===== src/rtl/rptr_empty_lvl.sv =====
// Read-domain pointer/status block for the async FIFO: binary/gray read pointers,
// look-ahead empty, fill level, almost-empty, sticky underflow and read-data-valid.
module rptr_empty_lvl #(
    parameter int unsigned ADDRSIZE = 8
) (
    input  logic                rclk,
    input  logic                rrst,
    input  logic                rinc,
    input  logic [ADDRSIZE:0]   rq2_wptr,
    input  logic [ADDRSIZE:0]   rae_thresh,
    input  logic                rclr_err,
    output logic [ADDRSIZE-1:0] raddr,
    output logic [ADDRSIZE:0]   rptr,
    output logic                rempty,
    output logic                raempty,
    output logic [ADDRSIZE:0]   rlevel,
    output logic                rdvalid,
    output logic                runderflow
);

    localparam int unsigned PW = ADDRSIZE + 1;

    logic [PW-1:0] rbin;
    logic [PW-1:0] rbinnext;
    logic [PW-1:0] rgraynext;
    logic [PW-1:0] wbin;
    logic [PW-1:0] level_next;
    logic          rpop;

    // Look-ahead pointer and level: status already accounts for this cycle's pop.
    always_comb begin
        rpop       = rinc & ~rempty;
        rbinnext   = rbin + PW'(rpop);
        rgraynext  = (rbinnext >> 1) ^ rbinnext;
        wbin       = '0;
        for (int i = 0; i < int'(PW); i++) begin
            wbin[i] = ^(rq2_wptr >> i);
        end
        level_next = wbin - rbinnext;
    end

    always_ff @(posedge rclk) begin
        if (rrst) begin
            rbin       <= '0;
            rptr       <= '0;
            rempty     <= 1'b1;
            raempty    <= 1'b1;
            rlevel     <= '0;
            rdvalid    <= 1'b0;
            runderflow <= 1'b0;
        end else begin
            rbin    <= rbinnext;
            rptr    <= rgraynext;
            rempty  <= (rgraynext == rq2_wptr);
            rlevel  <= level_next;
            raempty <= (level_next <= rae_thresh);
            rdvalid <= rpop;
            // Set has priority over clear so a coincident underflow is never lost.
            if (rinc & rempty) begin
                runderflow <= 1'b1;
            end else if (rclr_err) begin
                runderflow <= 1'b0;
            end
        end
    end

    assign raddr = rbin[ADDRSIZE-1:0];

endmodule

===== config.mk =====
export PLATFORM = sky130hd
export DESIGN_NAME = rptr_empty_lvl
export DESIGN_NICKNAME = d
export VERILOG_FILES = /design/src/rtl/rptr_empty_lvl.sv
export SDC_FILE = /design/constraint.sdc
export NUM_CORES = 1
export LEC_CHECK = 0
export CORE_MARGIN = 2
export CORE_UTILIZATION = 49
export DETAILED_ROUTE_END_ITERATION = 10
export MAX_ROUTING_LAYER = met4
export PLACE_DENSITY_LB_ADDON = 0.08
export SYNTH_ARGS = -nofsm -noshare
export SYNTH_HDL_FRONTEND = slang
export SYNTH_SLANG_ARGS = --single-unit

===== constraint.sdc =====
create_clock -name rclk -period 9.95 [get_ports rclk]
set_clock_uncertainty 0.15 [all_clocks]
set_input_delay 1.4925 -clock rclk [delete_from_list [all_inputs] [get_ports rclk]]
set_output_delay 1.4925 -clock rclk [all_outputs]
set_load 0.1 [all_outputs]

* Word level (Yosys, flattened, before mapping) *
Index checks and enable logic that the tools add are counted.

operators by class
  add/subtract/negate cells = 2
  order comparisons = 1
  equal/unequal tests = 1
  mux-type cells = 2
  bitwise operators = 4
  reductions and logical operators = 10

operators with widths
  operator            number
  $reduce_xor A9 Y1   9
  $add A9 B1 Y9       1
  $eq A9 B9 Y1        1
  $le A9 B9 Y1        1
  $sub A9 B9 Y9       1
  $xor A8 B9 Y9       1
  $and A1 B1 Y1       2
  $mux W1             2
  $reduce_bool A2 Y1  1
  $not A1 Y1          1

word-level totals
  flip-flop bits (word level) = 31
  input port bits = 22
  output and inout bits = 30
  word-level logic and storage cells = 27

* Logic depth before layout (Yosys ltp) *
  word-level depth = 5
  mapped depth = 19
  gate-level depth less buffers = 19

* Worst setup path before layout *
OpenSTA, ideal clock, no wires.

  kind = input -> register
  start = in rq2_wptr[6]
  end = reg raempty
  library setup time = 116 ps
  data arrival time = 5294 ps
  data required time = 9684 ps
  path slack = 4390 ps
  stages = 15
  path buffers = 0
  cells stage by stage = xor3_4 -> xnor3_1 -> xor2_1 -> xor2_1 -> ha_1 -> fa_1 -> nor3b_1 -> a2111oi_4 -> o31ai_2 -> a31oi_1 -> xnor2_1 -> ha_1 -> a41oi_1 -> o2111ai_1 -> and3_1

on the way
  word-level cells in the longest chain between the ends = 3
  elaborated cells on any way between the ends = 9
  those cells by class = add/sub (1); order compare (1); reduce/logical (7)

RTL lines
  what                     line  source
  start: declaration       9     input logic [ADDRSIZE:0] rq2_wptr,
  $reduce_xor A9 Y1        37    wbin[i] = ^(rq2_wptr >> i);
  $sub A9 B9 Y9 (*)        39    level_next = wbin - rbinnext;
  named net level_next[8]  27    logic [PW-1:0] level_next;
  $le A9 B9 Y1 (*)         56    raempty <= (level_next <= rae_thresh);
  end signal: assignment   56
  end: declaration         15    output logic raempty,

The timed path passes the listed nets; every way through them passes the cells marked *.
A chain may end at the register's enable or synchronous reset.

* Worst setup path after layout *
Same ends and word-level chain as after synthesis.

==> flow_summary_export.csv <==
group,metric,value,unit
setup_path,crit_required,9980,ps
logic_synthesis,synth_cells,226,
global_route,grt_max_degree,25,
worst_hold_path,min_path_cells,2,
sta,tightest_slew,980,ps
logic_synthesis,yosysTopAreaCellShare,29.1,%
cells_and_area,finalNetCount,319,
drt,routedWlPerCell,12.8,um
clock_network,cts.sinks,30,
drt,drt-pass1-iter-count,4,
setup_path,r2r-start,"rempty$_SDFF_PP1_",
logic_synthesis,syn_nets,266,
logic_synthesis,syn_area,0.00207,sq mm
setup_path,max_stage_delay,590,ps
placed_design,portBuffers,51,
drt,wl,4220,um
logic_synthesis,synth.area.top_cells,"dfxtp_1 29%, xnor2_1 11%, ha_1 10%",
clock_network,ctsHoldBuffers,0,
clock_network,cts_setup_buffers,0,
logic_synthesis,synth_ff_type,"dfxtp_1",
setup_path,crit_end,"raempty$_SDFF_PP1_",
placed_design,gp_congestion,0.800,
sta,fmaxAchievable,162,MHz
clock_network,clockRootBuffer,"clkbuf_8",
clock_network,cts_buffers,5,
logic_synthesis,post-synth-top-count-cell,"dfxtp_1",
logic_synthesis,avgSynthCellArea,9.14,sq um
drt,drc,0,
setup_path,cp.buffers_inverters,1,
worst_hold_path,worstHoldPathType,"reg -> reg",
die,die_w,68.9,um
setup_path,slowest_stage,"xor3_4",
sta,fin_tns_setup,0,ps
logic_synthesis,synth_top_area_cell,"dfxtp_1",
setup_path,critPathCaptureType,"flop",
die,rows,23,
cells_and_area,final_cell_count_no_fill,330,
setup_path,crit_type,"in -> reg",
global_route,grt_overflow,0,
setup_path,critical_path.top_delay_family,"XOR/XNOR gates",
setup_path,reg2reg_depth,16,
sta,hold_viol,0,
sta,finalSetupViolations,0,
global_route,grt_pass1_wl,6890,um
global_route,first_global_vias,1523,
logic_synthesis,seq_area_frac_synth,29.1,%
drt,routed_via_density,5.12,
setup_path,r2r-end,"raempty$_SDFF_PP1_",
global_route,grt_usage,20.4,%
clock_network,worstSkewPairLatency,280,ps
drt,detail-route-antenna-nets,0,
setup_path,critPathArrivalTime,6180,ps
logic_synthesis,yosys-top-cells-count,"30 x dfxtp_1, 29 x nor2_1, 27 x xnor2_1",
setup_path,crit_fanout,7,
cells_and_area,diodes,0,
cells_and_area,layout-drive-gt1-share,5.36,%
clock_network,cts_tree,"yes",
pwr,p_per_area,196,mW/mm^2
sta,rsz0062_at_grt,"no",
logic_synthesis,synth_warnings,0,
die,start_util,51.3,%
pwr,leakage,1.10,nW
logic_synthesis,synth_seq_cells,30,
clock_network,h-tree-depth,2,
sta,post-route-period-util,61.9,%
drt,dr_total_vias,1690,
pwr,vdd_drop_max,0.160,mV
setup_path,r2r_slack,5740,ps
setup_path,cp-startpoint,"rq2_wptr[6]",
clock_network,path_clk_slew,60,ps
drt,drt_iter0_markers,32,
flow_run,cap_violations,0,
clock_network,cts_resized,0,
logic_synthesis,ys_async_sr_fraction,0,%
sta,min_period,6160,ps
clock_network,clockBufferDepth,2,
setup_path,critical_path.startpoint_type,"primary input",
die,core_area,0.00403,sq mm
setup_path,path_cells,"clkdlybuf4s50_1, xor3_4, xnor3_1, xor2_1, xor2_1, ha_1, fa_1, nor3b_1, a2111oi_4, o21ai_0, xnor2_1, ha_1, nand4_1, nor2_1, a41oi_1, o2111ai_1, and3_1",
setup_path,path_depth,17,
placed_design,place_hpwl,3270,um
die,pin_count,52,
die,floorplan.die_area,0.00475,sq mm
die,fp.dieH,68.9,um
placed_design,dp.cells,322,
logic_synthesis,synth.distinct_cells,44,
sta,holdWs,320,ps
status,status,"complete, no violations",
pwr,total_power,0.000531,W
cells_and_area,area_delta_synth_final,31.1,%
sta,max_slew_margin,34.4,%
global_route,antenna_found_initial,0,
logic_synthesis,synth_edf_count,0,
sta,drv_slew,0,
[worst reg2reg max path: stages (launching register included)]
cell and delay [ps]:
dfxtp_1 320, nor2b_1 260, ha_1 270, nand3_1 100, xor2_1 620, ha_1 370
nand2_1 70, nor2_1 70, a2111oi_4 450, o21ai_0 170, xnor2_1 230, ha_1 280
nand4_1 100, nor2_1 40, a41oi_1 290, o2111ai_1 150, and3_1 160
[cells in the final DEF, fill, tap and decap left out, types with 2 or more instances in the layout]
master	Yosys	routed
and2_1	10	10
a31oi_1	2	2
nor2b_1	4	4
a221oi_1	2	2
clkdlybuf4s50_1	0	51
nor3b_1	2	2
nand4_1	4	4
nand3_1	3	3
xnor2_1	27	27
nor2_1	29	29
clkbuf_8	0	6
xor2_1	17	17
o21ai_0	3	3
xnor3_1	2	2
nor3_1	4	4
o21a_1	7	7
a21oi_1	8	8
inv_1	17	17
nand2b_1	2	2
nand2_1	9	9
dfxtp_1	30	30
ha_1	17	17
[sequential cells by signal, indices dropped and copies added, names as in the netlist]
signal	count
rdvalid	1
rlevel	9
rbin	9
rptr	8
rempty	1
raempty	1
runderflow	1
[routing by layer]
| metal | vias to the layer above | share of wire, % | track usage, % |
|---|---|---|---|
| met5 | - | 0 | - |
| met4 | 0 | 1.6 | 6.62 |
| met3 | 9 | 5.2 | 3.90 |
| met2 | 44 | 43 | 31.0 |
| met1 | 765 | 50 | 27.3 |
| li1 | 872 | - | - |
[cell type report]
type                            instances  area (sq um)
Sequential cell                        30           601
Tap cell                               50          62.6
Inverter                               17          63.8
Fill cell                             350          1320
Multi-Input combinational cell        174          1380
Clock buffer                            7          86.3
Clock inverter                          1          5.00
Timing Repair Buffer                   51           510
[power breakdown]
| group | switching, W | internal [W] |
|---|---|---|
| Sequential | 0.00000342 | 0.000134 |
| Combinational | 0.000189 | 0.000104 |
| Clock | 0.0000442 | 0.0000557 |
[how the worst min path moves through the flow]
stage | startpoint | to | slack (ps)
floorplan | rempty$_SDFF_PP1_ | runderflow$_SDFFE_PP0P_ | 740
global placement | runderflow$_SDFFE_PP0P_ | runderflow$_SDFFE_PP0P_ | 310
detailed placement | runderflow$_SDFFE_PP0P_ | runderflow$_SDFFE_PP0P_ | 320
CTS | runderflow$_SDFFE_PP0P_ | runderflow$_SDFFE_PP0P_ | 330
global route | rempty$_SDFF_PP1_ | runderflow$_SDFFE_PP0P_ | 350
finish | runderflow$_SDFFE_PP0P_ | runderflow$_SDFFE_PP0P_ | 320
[cell families after synthesis]
logic type               synth area share, %
AO/OA/AOI/OAI                           12.1
XOR/XNOR                                24.1
adder cells (fa/ha/maj)                 11.8
buffers and inverters                   4.12
flip-flops                              29.1
multiplexers                            1.03
AND/OR/NAND/NOR                         17.8
[metrics by stage]
step	instance area, sq um	worst slack [ps]	utilization, %
floorplan	2070	4390	-
global placement	2620	3680	65.0
detailed placement	2620	3570	65.0
CTS	2710	3810	67.2
global route	2710	3400	67.2
finish	2710	3790	67.2
Note: power is estimated with default switching activity, not from simulation.
